`config.mk`:
```
export PLATFORM = sky130hd
export DESIGN_NAME = ctrl_sequencer_flat
export DESIGN_NICKNAME = d
export VERILOG_FILES = /design/src/rtl/ctrl_pkg.sv /design/src/rtl/ctrl_sequencer_if.sv /design/src/rtl/ctrl_decode.sv /design/src/rtl/ctrl_sequencer.sv /design/src/flat_wrapper.sv
export SDC_FILE = /design/constraint.sdc
export NUM_CORES = 1
export LEC_CHECK = 0
export CORE_MARGIN = 5
export CORE_UTILIZATION = 43
export DETAILED_ROUTE_END_ITERATION = 8
export MAX_ROUTING_LAYER = met4
export PLACE_DENSITY = 0.86
export SYNTH_ARGS = -nofsm -noshare
export SYNTH_HDL_FRONTEND = slang
export SYNTH_HIERARCHICAL = 1
export SYNTH_SLANG_ARGS = --single-unit
```
`constraint.sdc`:
```
create_clock -name clk -period 2.6 [get_ports clk]
set_input_delay 0.65 -clock clk [delete_from_list [all_inputs] [get_ports clk]]
set_output_delay 0.65 -clock clk [all_outputs]
set_load 0.03 [all_outputs]
```
`src/rtl/ctrl_pkg.sv`:
```
// Shared definitions for the alu_reg control sequencer: opcodes, ALU codes,
// FSM states, instruction field positions and the decoded control word.
package ctrl_pkg;

    localparam logic [4:0] SCR_REG_DEF = 5'd27;
    localparam int         K_WIDTH_DEF = 64;

    localparam int OP_MSB  = 31;
    localparam int OP_LSB  = 26;
    localparam int RD_MSB  = 25;
    localparam int RD_LSB  = 21;
    localparam int RN_MSB  = 20;
    localparam int RN_LSB  = 16;
    localparam int RM_MSB  = 15;
    localparam int RM_LSB  = 11;
    localparam int IMM_MSB = 15;
    localparam int IMM_LSB = 0;

    localparam logic [5:0] OP_NOP  = 6'h00;
    localparam logic [5:0] OP_ADD  = 6'h01;
    localparam logic [5:0] OP_SUB  = 6'h02;
    localparam logic [5:0] OP_AND  = 6'h03;
    localparam logic [5:0] OP_ORR  = 6'h04;
    localparam logic [5:0] OP_EOR  = 6'h05;
    localparam logic [5:0] OP_ADDI = 6'h06;
    localparam logic [5:0] OP_SUBI = 6'h07;
    localparam logic [5:0] OP_MOV  = 6'h08;
    localparam logic [5:0] OP_SWP  = 6'h09;
    localparam logic [5:0] OP_CMP  = 6'h0A;
    localparam logic [5:0] OP_LDI  = 6'h0B;

    localparam logic [4:0] FS_AND   = 5'h00;
    localparam logic [4:0] FS_ORR   = 5'h04;
    localparam logic [4:0] FS_ADD   = 5'h08;
    localparam logic [4:0] FS_SUB   = 5'h09;
    localparam logic [4:0] FS_EOR   = 5'h0C;
    localparam logic [4:0] FS_PASSB = 5'h10;

    typedef enum logic [2:0] {
        ST_IDLE,
        ST_EXEC,
        ST_SWP1,
        ST_SWP2,
        ST_SWP3,
        ST_DONE
    } state_t;

    // k is carried as the raw immediate; the top zero-extends it to K_WIDTH.
    typedef struct packed {
        logic [4:0]  fs;
        logic [4:0]  addr_r;
        logic [4:0]  addr_a;
        logic [4:0]  addr_b;
        logic [15:0] imm;
        logic        s;
        logic        sd;
        logic        sb;
        logic        c0;
        logic        w;
    } ctrl_word_t;

    function automatic logic [5:0] op_of(input logic [31:0] ins);
        return ins[OP_MSB:OP_LSB];
    endfunction

    function automatic logic [4:0] rd_of(input logic [31:0] ins);
        return ins[RD_MSB:RD_LSB];
    endfunction

    function automatic logic [4:0] rn_of(input logic [31:0] ins);
        return ins[RN_MSB:RN_LSB];
    endfunction

    function automatic logic [4:0] rm_of(input logic [31:0] ins);
        return ins[RM_MSB:RM_LSB];
    endfunction

    function automatic logic [15:0] imm_of(input logic [31:0] ins);
        return ins[IMM_MSB:IMM_LSB];
    endfunction

    // SWP may not name the scratch register, since it would be clobbered mid-swap.
    function automatic logic instr_legal(input logic [31:0] ins, input logic [4:0] scr);
        logic ok;
        ok = (op_of(ins) <= OP_LDI);
        if (op_of(ins) == OP_SWP && (rd_of(ins) == scr || rn_of(ins) == scr)) begin
            ok = 1'b0;
        end
        return ok;
    endfunction

endpackage

```
`src/rtl/ctrl_sequencer_if.sv`:
```
// Instruction handshake plus datapath control/status bundle of the sequencer.
interface ctrl_sequencer_if #(
    parameter int K_WIDTH = 64
);
    logic [31:0]        instr;
    logic               instr_valid;
    logic               instr_ready;
    logic [3:0]         status;
    logic [4:0]         fs;
    logic [4:0]         addrR;
    logic [4:0]         addrA;
    logic [4:0]         addrB;
    logic [K_WIDTH-1:0] k;
    logic               s;
    logic               sd;
    logic               sb;
    logic               c0;
    logic               w;
    logic [3:0]         flags;
    logic               done;
    logic               err;

    modport master (
        output instr, instr_valid, status,
        input  instr_ready, fs, addrR, addrA, addrB, k, s, sd, sb, c0, w, flags, done, err
    );

    modport slave (
        input  instr, instr_valid, status,
        output instr_ready, fs, addrR, addrA, addrB, k, s, sd, sb, c0, w, flags, done, err
    );
endinterface

```
`src/rtl/ctrl_decode.sv`:
```
// Combinational decode of (state, latched instruction) into the datapath control word.
module ctrl_decode
    import ctrl_pkg::*;
#(
    parameter logic [4:0] SCR_REG = SCR_REG_DEF
) (
    input  state_t      state,
    input  logic [31:0] ir,
    output ctrl_word_t  cw
);
    logic [5:0] op;
    logic [4:0] rd;
    logic [4:0] rn;
    logic [4:0] rm;

    assign op = op_of(ir);
    assign rd = rd_of(ir);
    assign rn = rn_of(ir);
    assign rm = rm_of(ir);

    always_comb begin
        // NOTE: default every field first so no path through the cases infers a latch.
        cw = '0;
        unique case (state)
            ST_EXEC: begin
                cw.addr_r = rd;
                cw.addr_a = rn;
                cw.addr_b = rm;
                case (op)
                    OP_ADD:  begin cw.fs = FS_ADD; cw.sd = 1'b1; cw.w = 1'b1; end
                    OP_SUB:  begin cw.fs = FS_SUB; cw.c0 = 1'b1; cw.sd = 1'b1; cw.w = 1'b1; end
                    OP_AND:  begin cw.fs = FS_AND; cw.sd = 1'b1; cw.w = 1'b1; end
                    OP_ORR:  begin cw.fs = FS_ORR; cw.sd = 1'b1; cw.w = 1'b1; end
                    OP_EOR:  begin cw.fs = FS_EOR; cw.sd = 1'b1; cw.w = 1'b1; end
                    OP_ADDI: begin
                        cw.fs = FS_ADD; cw.s = 1'b1; cw.imm = imm_of(ir);
                        cw.sd = 1'b1; cw.w = 1'b1;
                    end
                    OP_SUBI: begin
                        cw.fs = FS_SUB; cw.c0 = 1'b1; cw.s = 1'b1; cw.imm = imm_of(ir);
                        cw.sd = 1'b1; cw.w = 1'b1;
                    end
                    OP_MOV:  begin cw.sb = 1'b1; cw.w = 1'b1; end
                    OP_CMP:  begin cw.fs = FS_SUB; cw.c0 = 1'b1; end
                    OP_LDI:  begin
                        cw.fs = FS_PASSB; cw.s = 1'b1; cw.imm = imm_of(ir);
                        cw.sd = 1'b1; cw.w = 1'b1;
                    end
                    default: ;
                endcase
            end
            // Swap rotates through the scratch register: rd -> SCR, rn -> rd, SCR -> rn.
            ST_SWP1: begin cw.addr_b = rd;      cw.addr_r = SCR_REG; cw.sb = 1'b1; cw.w = 1'b1; end
            ST_SWP2: begin cw.addr_b = rn;      cw.addr_r = rd;      cw.sb = 1'b1; cw.w = 1'b1; end
            ST_SWP3: begin cw.addr_b = SCR_REG; cw.addr_r = rn;      cw.sb = 1'b1; cw.w = 1'b1; end
            default: ;
        endcase
    end
endmodule

```
`src/rtl/ctrl_sequencer.sv`:
```
// Multi-cycle control unit: accepts one instruction per handshake and drives the
// alu_reg control word for 1-3 execute cycles, latching ALU flags on CMP.
module ctrl_sequencer
    import ctrl_pkg::*;
#(
    parameter logic [4:0] SCR_REG = SCR_REG_DEF,
    parameter int         K_WIDTH = K_WIDTH_DEF
) (
    input logic            clk,
    input logic            rst,
    ctrl_sequencer_if.slave bus
);
    state_t      state_q, state_d;
    logic [31:0] ir_q, ir_d;
    logic [3:0]  flags_q, flags_d;
    logic        err_q, err_d;
    logic        xfer;
    ctrl_word_t  cw;

    assign xfer = bus.instr_valid && (state_q == ST_IDLE);

    always_comb begin
        state_d = state_q;
        ir_d    = ir_q;
        flags_d = flags_q;
        err_d   = err_q;
        unique case (state_q)
            ST_IDLE: begin
                if (xfer) begin
                    ir_d = bus.instr;
                    if (!instr_legal(bus.instr, SCR_REG)) begin
                        state_d = ST_DONE;
                        err_d   = 1'b1;
                    end else if (op_of(bus.instr) == OP_SWP) begin
                        state_d = ST_SWP1;
                    end else begin
                        state_d = ST_EXEC;
                    end
                end
            end
            ST_EXEC: begin
                state_d = ST_DONE;
                if (op_of(ir_q) == OP_CMP) begin
                    flags_d = bus.status;
                end
            end
            ST_SWP1: state_d = ST_SWP2;
            ST_SWP2: state_d = ST_SWP3;
            ST_SWP3: state_d = ST_DONE;
            ST_DONE: begin
                state_d = ST_IDLE;
                err_d   = 1'b0;
            end
            default: state_d = ST_IDLE;
        endcase
    end

    always_ff @(posedge clk) begin
        // NOTE: non-blocking assignments so every flop samples the pre-edge values.
        if (!rst) begin
            state_q <= ST_IDLE;
            ir_q    <= '0;
            flags_q <= '0;
            err_q   <= 1'b0;
        end else begin
            state_q <= state_d;
            ir_q    <= ir_d;
            flags_q <= flags_d;
            err_q   <= err_d;
        end
    end

    ctrl_decode #(.SCR_REG(SCR_REG)) u_decode (
        .state (state_q),
        .ir    (ir_q),
        .cw    (cw)
    );

    assign bus.fs          = cw.fs;
    assign bus.addrR       = cw.addr_r;
    assign bus.addrA       = cw.addr_a;
    assign bus.addrB       = cw.addr_b;
    assign bus.k           = {{(K_WIDTH-16){1'b0}}, cw.imm};
    assign bus.s           = cw.s;
    assign bus.sd          = cw.sd;
    assign bus.sb          = cw.sb;
    assign bus.c0          = cw.c0;
    assign bus.w           = cw.w;
    assign bus.flags       = flags_q;
    assign bus.instr_ready = (state_q == ST_IDLE);
    assign bus.done        = (state_q == ST_DONE);
    assign bus.err         = (state_q == ST_DONE) && err_q;
endmodule

```
`src/flat_wrapper.sv`:
```
// flat-port wrapper written by rule: the top's interface ports become plain ports
module ctrl_sequencer_flat import ctrl_pkg::*;
#(
    parameter logic [4:0] SCR_REG = SCR_REG_DEF,
    parameter int         K_WIDTH = K_WIDTH_DEF
)
  (clk, rst, bus_instr, bus_instr_valid, bus_status, bus_instr_ready, bus_fs, bus_addrR, bus_addrA, bus_addrB, bus_k, bus_s, bus_sd, bus_sb, bus_c0, bus_w, bus_flags, bus_done, bus_err);
  ctrl_sequencer_if #(.K_WIDTH(K_WIDTH)) bus_i ();
  input logic clk;
  input logic rst;
  input wire logic [$bits(bus_i.instr)-1:0] bus_instr;
  input wire logic [$bits(bus_i.instr_valid)-1:0] bus_instr_valid;
  input wire logic [$bits(bus_i.status)-1:0] bus_status;
  output wire logic [$bits(bus_i.instr_ready)-1:0] bus_instr_ready;
  output wire logic [$bits(bus_i.fs)-1:0] bus_fs;
  output wire logic [$bits(bus_i.addrR)-1:0] bus_addrR;
  output wire logic [$bits(bus_i.addrA)-1:0] bus_addrA;
  output wire logic [$bits(bus_i.addrB)-1:0] bus_addrB;
  output wire logic [$bits(bus_i.k)-1:0] bus_k;
  output wire logic [$bits(bus_i.s)-1:0] bus_s;
  output wire logic [$bits(bus_i.sd)-1:0] bus_sd;
  output wire logic [$bits(bus_i.sb)-1:0] bus_sb;
  output wire logic [$bits(bus_i.c0)-1:0] bus_c0;
  output wire logic [$bits(bus_i.w)-1:0] bus_w;
  output wire logic [$bits(bus_i.flags)-1:0] bus_flags;
  output wire logic [$bits(bus_i.done)-1:0] bus_done;
  output wire logic [$bits(bus_i.err)-1:0] bus_err;
  assign bus_i.instr = bus_instr;
  assign bus_i.instr_valid = bus_instr_valid;
  assign bus_i.status = bus_status;
  assign bus_instr_ready = bus_i.instr_ready;
  assign bus_fs = bus_i.fs;
  assign bus_addrR = bus_i.addrR;
  assign bus_addrA = bus_i.addrA;
  assign bus_addrB = bus_i.addrB;
  assign bus_k = bus_i.k;
  assign bus_s = bus_i.s;
  assign bus_sd = bus_i.sd;
  assign bus_sb = bus_i.sb;
  assign bus_c0 = bus_i.c0;
  assign bus_w = bus_i.w;
  assign bus_flags = bus_i.flags;
  assign bus_done = bus_i.done;
  assign bus_err = bus_i.err;
  ctrl_sequencer #(.SCR_REG(SCR_REG), .K_WIDTH(K_WIDTH)) u_core (.clk(clk), .rst(rst), .bus(bus_i));
endmodule
```
==> results of run 1 <==
[logic make-up (layout without fill, tap and decap cells)]
family	count (synthesis)	count (layout)	share of synthesized area [%]
and+or+nand+nor	135	135	26.2
other	2	49	0.287
AOI/OAI and AO/OA	75	75	19.7
buffers and inverters	75	108	19.5
muxes	9	9	3.68
DFF	40	40	30.6
[worst max-delay path, cell delays in order, from the launching register on]
cell           delay [ns]
dfxtp_2              0.38
buf_12               0.16
nor2b_1              0.28
a21oi_1              0.09
o21ai_0              0.22
dlygate4sd2_1        0.43
[stage by stage]
step	utilization [%]	setup slack [ns]	total power [mW]
3_5_place_dp	54.6	0.0990	1.35
6_report	56.8	0.107	1.77
3_3_place_gp	54.6	0.213	1.34
2_1_floorplan	-	0.146	1.21
5_1_grt	56.8	0.00508	1.87
4_1_cts	56.6	0.0108	1.78
[layout make-up]
class / count / area, sq um
fillers: 559 / 2550
repair buffers: 94 / 870
multi-input cells: 268 / 1490
clock buffers: 8 / 90.1
flip-flops and latches: 40 / 805
inverters: 6 / 22.5
well taps: 75 / 93.8
[how the worst max path moves through the flow]
| stage | from | end |
|---|---|---|
| after floorplan | u_core/state_q[0] | bus_w |
| after global placement | u_core/state_q[0] | bus_addrR[3] |
| after detailed placement | u_core/state_q[0] | bus_addrR[3] |
| after CTS | u_core/state_q[1] | bus_fs[3] |
| after global routing | u_core/state_q[1] | bus_fs[3] |
| final | u_core/state_q[0] | bus_addrR[3] |
[Yosys cell counts, drive strengths merged]
cell,n,area [sq um]
nor3,1,5.00
o31ai,1,7.51
and3b,2,17.5
and3,1,6.26
a2111oi,1,15.0
a22oi,5,37.5
nor2,6,22.5
clkbuf,9,35.0
o21ai,13,65.1
and4bb,1,12.5
mux2,5,56.3
o21a,2,15.0
a211oi,2,15.0
o31a,1,8.76
nand3,2,10.0
a41oi,1,8.76
a22o,1,8.76
a21boi,32,240
nand3b,1,7.51
conb,2,7.51
nor4,1,6.26
a31oi,1,6.26
nand2,77,292
nor3b,2,31.3
dfxtp,40,801
and2b,1,7.51
buf,60,453
mux2i,4,40.0
nor4b,2,23.8
a21oi,12,60.1
nor2b,11,68.8
o22ai,1,6.26
and2,23,144
and4b,2,20.0
a31o,1,8.76
o2111a,1,12.5
or3,2,12.5
inv,6,22.5
[registers in the layout (all words and copies together), names as in the netlist]
name              count
u_core/bus.flags      4
u_core/err_q          1
u_core/ir_q          32
u_core/state_q        3
[power groups by stage]
stage,clock (mW),sequential [mW],combinational [mW]
2_1_floorplan,0,0.710,0.496
3_3_place_gp,0,0.731,0.604
3_5_place_dp,0,0.733,0.618
4_1_cts,0.438,0.719,0.622
5_1_grt,0.466,0.731,0.671
6_report,0.428,0.721,0.624
[metal layers]
| layer | wire length [microns] | vias to the layer above | share of wire, % | track usage, % |
|---|---|---|---|---|
| met5 | 0 | - | 0 | - |
| met4 | 114 | 0 | 1.7 | 5.91 |
| met3 | 541 | 11 | 8.1 | 3.86 |
| met2 | 3350 | 84 | 50 | 29.2 |
| met1 | 2700 | 1097 | 40 | 19.4 |
| li1 | - | 1171 | - | - |
[what timing repair did]
item,CTS,global route
hold buffers,0,0
setup endpoints to repair,21,25
gates cloned,0,0
pin swaps,2,1
setup buffers,2,0
gates resized for setup,2,7
==> impl_metrics.json, run 1 <==
{
  "run_status": "finished, final reports clean",
  "synth.distinct_cells": 46,
  "clock_latency_ns": 0.29,
  "ir_drop_mv": 0.272,
  "cts_max_level": 2,
  "cts_buffer_depth": 2,
  "endpoint_kind": "output port",
  "globalplace.congestion": 0.863,
  "maxCapViolCount": 0,
  "cts_tree": "built",
  "io_pins": 135,
  "worst_pin_slew_ns": 0.627,
  "rrSetupSlack_ns": 0.82,
  "root_buffer": "clkbuf_8",
  "coreArea_sq_um": 5920,
  "drv_slew": 0,
  "layout_commonest_cell": "nand2_1",
  "tns_ns": 0,
  "syn-cell-area_sq_um": 2620,
  "hp-class": "reg2reg",
  "hold_end": "u_core/ir_q[5]",
  "hold_depth": 2,
  "cp.required_ns": 1.95,
  "regToRegEndpoint": "u_core/ir_q[21]",
  "min_period_ns": 2.49,
  "crit_type": "reg2out",
  "routed_wl_mm": 6.70,
  "drive_gt1_share_pct": 17.1,
  "hp-start": "u_core/ir_q[5]",
  "grt_remaining_overflow": 0,
  "power.share.clock_pct": 24.1,
  "post_dp_cell_area_sq_um": 3230,
  "slew_headroom_pct": 58.0,
  "clock_skew_ns": 0.00759,
  "die_h_microns": 88.0,
  "grt_max_degree": 33,
  "swShare_pct": 37.3,
  "power.switching_mw": 0.662,
  "diodes": 0,
  "die_area_sq_um": 7750,
  "rows": 28,
  "die_w_microns": 88.0,
  "critical_path.max_fanout": 15,
  "cellLeakagePower_nw": 1.51,
  "r2r_cells": 7,
  "dp_hpwl_mm": 5.14,
  "power_frac_comb_pct": 35.2,
  "rsz0062_at_grt": "no",
  "hold-worst-slack_ns": 0.450,
  "timing.final.crit_share_pct": 95.9,
  "cts-buffers-inserted": 5,
  "cts_sinks": 40,
  "synth-seq-cells": 40,
  "antenna_found_initial": 0,
  "start_util_pct": 44.2,
  "crit_path_start_kind": "flip-flop",
  "grt_pass1_vias": 2106,
  "finalSetupViolations": 0,
  "syn_inst": 336,
  "yosysSeqAreaShare_pct": 30.6,
  "drc": 0,
  "cp_data_arrival_time_ns": 1.84,
  "grt_usage_pct": 17.0,
  "fin_cells": 491,
  "dr.pass1.iters": 4,
  "yosysWarnings": 6,
  "vias": 2363,
  "nets": 454,
  "fin_area_sq_um": 3370,
  "drt_iter0_markers": 143,
  "pwr_density_cell_nw_per_um2": 527,
  "portBuffers": 85,
  "dp_cells": 481,
  "wire_per_inst_microns": 13.6,
  "seqPwrFrac_pct": 40.7,
  "area_growth_syn_to_layout_pct": 28.6,
  "grt_pass1_wl_mm": 10.1,
  "ant_nets": 0,
  "internal_power_mw": 1.11,
  "final_cell_mix": "75 x nand2_1, 49 x conb_1, 44 x buf_4, 42 x clkdlybuf4s50_1, 37 x dfxtp_1",
  "clock.fmax_mhz": 401,
  "path_clk_slew_ns": 0.07,
  "r2r-start": "u_core/state_q[2]",
  "hold_viol": 0,
  "via_per_inst": 4.81,
  "avgSynthCellArea_sq_um": 7.79
}
No activity file was read; power rests on OpenSTA's default activity.
==> inputs of run 2 (changes only) <==
- GPL_TIMING_DRIVEN: not set -> 1
==> results of run 2 <==
The final DEF is identical to that of run 1; final timing and power are the same.
